--- config.mk ---
export PLATFORM = sky130hd
export DESIGN_NAME = axi_write_master
export DESIGN_NICKNAME = d
export VERILOG_FILES = /design/src/rtl/axi_write_master.sv
export SDC_FILE = /design/constraint.sdc
export NUM_CORES = 1
export LEC_CHECK = 0
export ABC_AREA = 1
export CORE_MARGIN = 4
export CORE_UTILIZATION = 55
export CTS_CLUSTER_DIAMETER = 60
export DETAILED_ROUTE_END_ITERATION = 12
export DONT_BUFFER_PORTS = 1
export GPL_TIMING_DRIVEN = 1
export PLACE_DENSITY = 0.71
export SYNTH_ARGS = -nofsm -noshare
export SYNTH_HDL_FRONTEND = slang
export SYNTH_SLANG_ARGS = --single-unit
--- constraint.sdc ---
create_clock -name aclk -period 15.9 [get_ports aclk]
set_input_delay 3.18 -clock aclk [delete_from_list [all_inputs] [get_ports aclk]]
set_output_delay 3.18 -clock aclk [all_outputs]
set_load 0.05 [all_outputs]
--- src/rtl/axi_write_master.sv ---
// Single-ID AXI4 write master: drains an AXI4-Stream into memory as full bursts
// plus an optional partial tail, and signals completion once every B has returned.
module axi_write_master #(
  parameter int C_ADDR_WIDTH      = 64,
  parameter int C_DATA_WIDTH      = 32,
  parameter int C_LENGTH_WIDTH    = 32,
  parameter int C_BURST_LEN       = 256,
  parameter int C_LOG_BURST_LEN   = 8,
  parameter int C_MAX_OUTSTANDING = 3
) (
  input  logic                      aclk,
  input  logic                      areset,
  input  logic                      ctrl_start,
  output logic                      ctrl_done,
  output logic                      ctrl_error,
  input  logic [C_ADDR_WIDTH-1:0]   ctrl_offset,
  input  logic [C_LENGTH_WIDTH-1:0] ctrl_length,
  input  logic                      s_tvalid,
  output logic                      s_tready,
  input  logic [C_DATA_WIDTH-1:0]   s_tdata,
  output logic                      awvalid,
  input  logic                      awready,
  output logic [C_ADDR_WIDTH-1:0]   awaddr,
  output logic [7:0]                awlen,
  output logic [2:0]                awsize,
  output logic                      wvalid,
  input  logic                      wready,
  output logic [C_DATA_WIDTH-1:0]   wdata,
  output logic [C_DATA_WIDTH/8-1:0] wstrb,
  output logic                      wlast,
  input  logic                      bvalid,
  output logic                      bready,
  input  logic [1:0]                bresp
);
  localparam int BCW = C_LENGTH_WIDTH - C_LOG_BURST_LEN + 1;
  localparam int FLW = C_LOG_BURST_LEN + 1;
  localparam int OW  = $clog2(C_MAX_OUTSTANDING + 1);
  localparam logic [C_ADDR_WIDTH-1:0] BURST_BYTES = C_ADDR_WIDTH'(C_BURST_LEN * (C_DATA_WIDTH / 8));
  localparam logic [FLW-1:0]          FULL_LEN    = FLW'(C_BURST_LEN);

  typedef enum logic [1:0] {IDLE, RUN, DONE} state_t;
  state_t state, state_nxt;

  logic [BCW-1:0]            total_bursts, aw_issued, w_bursts, b_count, start_bursts;
  logic [FLW-1:0]            final_len, beat_cnt, w_len, start_final;
  logic [OW-1:0]             outstanding;
  logic [C_LENGTH_WIDTH:0]   len_round;
  logic [C_LENGTH_WIDTH-1:0] len_rem;
  logic                      start_ok, aw_hs, w_hs, b_hs, w_ok, last_aw;

  // Burst count is a ceiling divide; one extra bit keeps the max length from wrapping.
  assign start_ok     = (state == IDLE) && ctrl_start;
  assign len_round    = {1'b0, ctrl_length} + (C_LENGTH_WIDTH+1)'(C_BURST_LEN - 1);
  assign start_bursts = BCW'(len_round >> C_LOG_BURST_LEN);
  assign len_rem      = ctrl_length & C_LENGTH_WIDTH'(C_BURST_LEN - 1);
  assign start_final  = (len_rem == '0) ? FULL_LEN : len_rem[FLW-1:0];

  // W data may only flow for bursts whose address has already been accepted.
  assign w_ok     = (state == RUN) && (w_bursts < aw_issued);
  assign wvalid   = w_ok & s_tvalid;
  assign s_tready = w_ok & wready;
  assign wdata    = s_tdata;
  assign wstrb    = '1;
  assign w_len    = (w_bursts == total_bursts - 1'b1) ? final_len : FULL_LEN;
  assign wlast    = w_ok && (beat_cnt == w_len - 1'b1);

  assign aw_hs     = awvalid & awready;
  assign w_hs      = wvalid & wready;
  assign b_hs      = bvalid & (state == RUN);
  assign bready    = 1'b1;
  assign awsize    = 3'($clog2(C_DATA_WIDTH / 8));
  assign ctrl_done = (state == DONE);
  assign last_aw   = (aw_issued == total_bursts - 1'b1);

  always_comb begin
    state_nxt = state;
    case (state)
      IDLE:    if (ctrl_start) state_nxt = (ctrl_length == '0) ? DONE : RUN;
      RUN:     if (b_hs && (b_count + 1'b1 == total_bursts)) state_nxt = DONE;
      DONE:    state_nxt = IDLE;
      default: state_nxt = IDLE;
    endcase
  end

  always_ff @(posedge aclk or posedge areset)
    if (areset) state <= IDLE;
    else        state <= state_nxt;

  always_ff @(posedge aclk or posedge areset) begin
    if (areset) begin
      total_bursts <= '0;
      final_len    <= '0;
      aw_issued    <= '0;
      w_bursts     <= '0;
      b_count      <= '0;
      beat_cnt     <= '0;
      outstanding  <= '0;
      awvalid      <= 1'b0;
      awaddr       <= '0;
      awlen        <= '0;
      ctrl_error   <= 1'b0;
    end else if (start_ok) begin
      total_bursts <= start_bursts;
      final_len    <= start_final;
      awaddr       <= ctrl_offset;
      aw_issued    <= '0;
      w_bursts     <= '0;
      b_count      <= '0;
      beat_cnt     <= '0;
      outstanding  <= '0;
      awvalid      <= 1'b0;
      ctrl_error   <= 1'b0;
    end else if (state == RUN) begin
      // awvalid drops for a cycle after each handshake before the next burst.
      if (aw_hs) begin
        awvalid   <= 1'b0;
        aw_issued <= aw_issued + 1'b1;
        awaddr    <= awaddr + BURST_BYTES;
      end else if (!awvalid && (aw_issued < total_bursts) &&
                   (outstanding < OW'(C_MAX_OUTSTANDING))) begin
        awvalid <= 1'b1;
        awlen   <= last_aw ? 8'(final_len - 1'b1) : 8'(C_BURST_LEN - 1);
      end
      if (w_hs) begin
        if (wlast) begin
          beat_cnt <= '0;
          w_bursts <= w_bursts + 1'b1;
        end else begin
          beat_cnt <= beat_cnt + 1'b1;
        end
      end
      if (b_hs) begin
        b_count <= b_count + 1'b1;
        if (bresp != 2'b00) ctrl_error <= 1'b1;
      end
      case ({aw_hs, b_hs})
        2'b10:   outstanding <= outstanding + 1'b1;
        2'b01:   outstanding <= outstanding - 1'b1;
        default: outstanding <= outstanding;
      endcase
    end
  end
endmodule

==> flow_metrics.py <==
metrics = {
    "synth": {
        "synth_edf_count": 0,
        "netlist_instances": 2182,
        "synth_top_area_share_pct": 32.6,
        "synthArstFlopShare_pct": 100,
        "seq_area_frac_synth_pct": 32.6,
        "yosys-top-cells-area": "dfrtp_1 33%, nand2_1 14%, xor2_1 6.5%",
        "synth_top_cell_by_area": "dfrtp_1",
        "ys_ff_latch": 196,
        "synth_cell_types": 48,
        "synth_ff_type": "dfrtp_1",
        "yosysWarnings": 0,
        "synth_area_mm2": 0.0151,
        "synth_area_per_cell_um2": 6.90,
    },
    "worst_setup_path": {
        "start_kind": "flop",
        "r2r_end": "w_bursts[1]",
        "r2r-start": "total_bursts[1]",
        "endpoint_kind": "primary output",
        "criticalPathCategory": "flop to primary output",
        "arrival_ps": 4170,
        "reg2reg_depth": 28,
        "rrSetupSlack_ps": 11600,
        "worstPathRequired_ps": 12720,
        "path_max_fanout": 7,
    },
    "cells_and_area": {
        "final_cell_mix": "554 x nand2_1, 258 x nor2_1, 217 x inv_1, 196 x dfrtp_1, 164 x o21ai_0",
        "final_common_cell": "nand2_1",
        "nets": 2313,
        "area_growth_pct": 3.75,
        "drive_above_1_share_pct": 5.49,
        "n_fill_cell": 2596,
        "postLayoutCoreUtil_pct": 58.0,
    },
    "timing": {
        "fmax_mhz": 136,
        "period_needed_ps": 7350,
        "max-slew-margin-rel_pct": 34.1,
        "finalCritPeriodShare_pct": 46.2,
        "fin_hold_ws_ps": 534,
        "rsz0062_at_grt": "no",
        "skew_ps": 19.1,
        "finalHoldViolations": 0,
        "setup_viol": 0,
        "finalMaxSlewViolations": 0,
        "fin_setup_tns_ps": 0,
        "worst_pin_slew_ps": 988,
    },
    "power_and_ir_drop": {
        "vdd_drop_max_v": 0.000122,
        "p_per_area_mw_per_mm2": 171,
        "p_leak_nw": 7.26,
    },
    "drt": {
        "vias": 14272,
        "via_per_inst": 5.77,
        "drc": 0,
        "routed_wl_um": 44300,
        "ant_nets": 0,
        "drt-initial-drc-count": 1266,
        "wl_per_cell_um": 17.9,
        "first_pass_iters": 8,
    },
    "placed_design": {
        "gp_congestion": 0.966,
        "port_buffers": 0,
        "place_hpwl_um": 33400,
    },
    "cts": {
        "clk_pin_slew_ps": 70,
        "post-cts-setup-buffers": 0,
        "cts.sinks": 196,
        "htree_num_levels": 4,
        "cts_tree": "done",
        "cts_buffers": 17,
        "clock_latency_ps": 460,
        "cts_buffer_depth": 2,
        "ctsResizeCount": 0,
        "cts_hold_buf": 0,
        "clockRootBuffer": "clkbuf_16",
    },
    "min_path": {
        "hold_depth": 2,
        "hold_start": "beat_cnt[8]",
        "min_path_type": "flop to flop",
        "whs_endpoint": "beat_cnt[8]",
    },
    "die": {
        "core_mm2": 0.0270,
        "die_x_um": 173,
        "initial_utilization_pct": 55.9,
        "pin_count": 255,
        "fp.dieH_um": 173,
        "rows": 60,
        "die-area_mm2": 0.0301,
    },
    "global_routing": {
        "grt_antenna_before_repair": 0,
        "grtUsageTotal_pct": 29.1,
        "grt_max_degree": 144,
        "grt-ovfl-total": 0,
        "grt_pass1_vias": 13735,
        "grt_pass1_wl_um": 71800,
    },
    "run": {
        "max-cap-violations": 0,
    },
    "outcome": {
        "status": "finished, final reports clean",
    },
}
==> cells by family after synthesis <==
logic type	count (synthesis)	synth area share, %
flops	196	32.6
xor+xnor	126	7.33
other cells	2	0.0499
buf+inv	327	9.48
fa+ha+maj	57	4.74
simple gates	1175	35.0
compound gates	299	10.8
==> worst max path at each step <==
stage / slack, ps / end / cells after the start / from
final: 8550 / wlast / 25 / total_bursts[1]
after global routing: 8190 / wlast / 25 / total_bursts[1]
after CTS: 8550 / wlast / 25 / total_bursts[1]
after detailed placement: 8830 / s_tready / 2 / wready
after global placement: 8820 / s_tready / 2 / wready
after floorplan: 7380 / aw_issued[0] / 1 / areset
==> where the power goes <==
| group | leakage (nW) | internal, W | total [W] | switching [W] |
|---|---|---|---|---|
| combinational | 4.42 | 0.000330 | 0.00105 | 0.000716 |
| clock | 0.292 | 0.000237 | 0.000455 | 0.000218 |
| sequential | 2.55 | 0.000638 | 0.00117 | 0.000528 |
| total | 7.26 | 0.00121 | 0.00267 | 0.00146 |
==> cells in the mapped netlist, drive strengths merged, types with 15 or more instances <==
cell,instances
nand2,571
nor2,281
inv,229
dfrtp,196
o21ai,170
nand3,161
xor2,111
a21oi,67
ha,57
nor3,57
nand4,52
buf,51
clkbuf,45
nor4,33
o22ai,31
xnor2,15
==> worst max-delay path, cell delays in order, from the launching register on <==
cell and delay (ps):
dfrtp_1 440, inv_1 130, ha_1 250, nand2_1 120, nor2_1 290, nand3_1 150, nand3_1 120, nand2_1 60
nor2_1 100, nand2_1 80, nor2_2 100, nand2_2 90, nor2_8 170, nand2_4 100, inv_2 80, nand2_1 50
ha_1 200, xor2_1 170, inv_1 70, nand4_1 90, nand2_1 60, nor2_1 80, nand2_1 90, nor2_4 130
nand3_4 120, inv_1 360
==> layout make-up <==
cell class / instances / area, um2 / area share [%]
antenna: 1 / 2.50 / 0.0160
clock buffer: 17 / 425 / 2.72
clock inverter: 14 / 168 / 1.07
inverter: 231 / 877 / 5.62
multi-input combinational: 1665 / 8760 / 56.1
sequential: 196 / 4900 / 31.4
tap: 341 / 427 / 2.73
timing repair buffer: 8 / 60.1 / 0.384
==> per-layer routing <==
layer	wire length, um	up-vias	GRT usage, %
met5	0	-	0
li1	-	7011	-
met2	20700	529	47.8
met1	18600	6643	37.7
met3	3610	89	7.18
met4	1390	0	9.71
==> sequential cells by signal, summed over array words and instances, names as in the netlist <==
| register | cells |
|---|---|
| aw_issued | 25 |
| awaddr | 64 |
| awlen | 8 |
| awvalid | 1 |
| b_count | 25 |
| beat_cnt | 9 |
| ctrl_error | 1 |
| final_len | 9 |
| outstanding | 2 |
| state | 2 |
| total_bursts | 25 |
| w_bursts | 25 |
==> through the flow <==
step,cells,setup WS (ps),total power (W),area [um2]
2_1_floorplan,2188,7380,0.00194,15100
3_3_place_gp,2441,8820,0.00218,15000
3_5_place_dp,2441,8830,0.00221,15000
4_1_cts,2472,8550,0.00266,15600
5_1_grt,2472,8190,0.00286,15600
6_report,2473,8550,0.00267,15600
(Power assumes the default switching activity.)
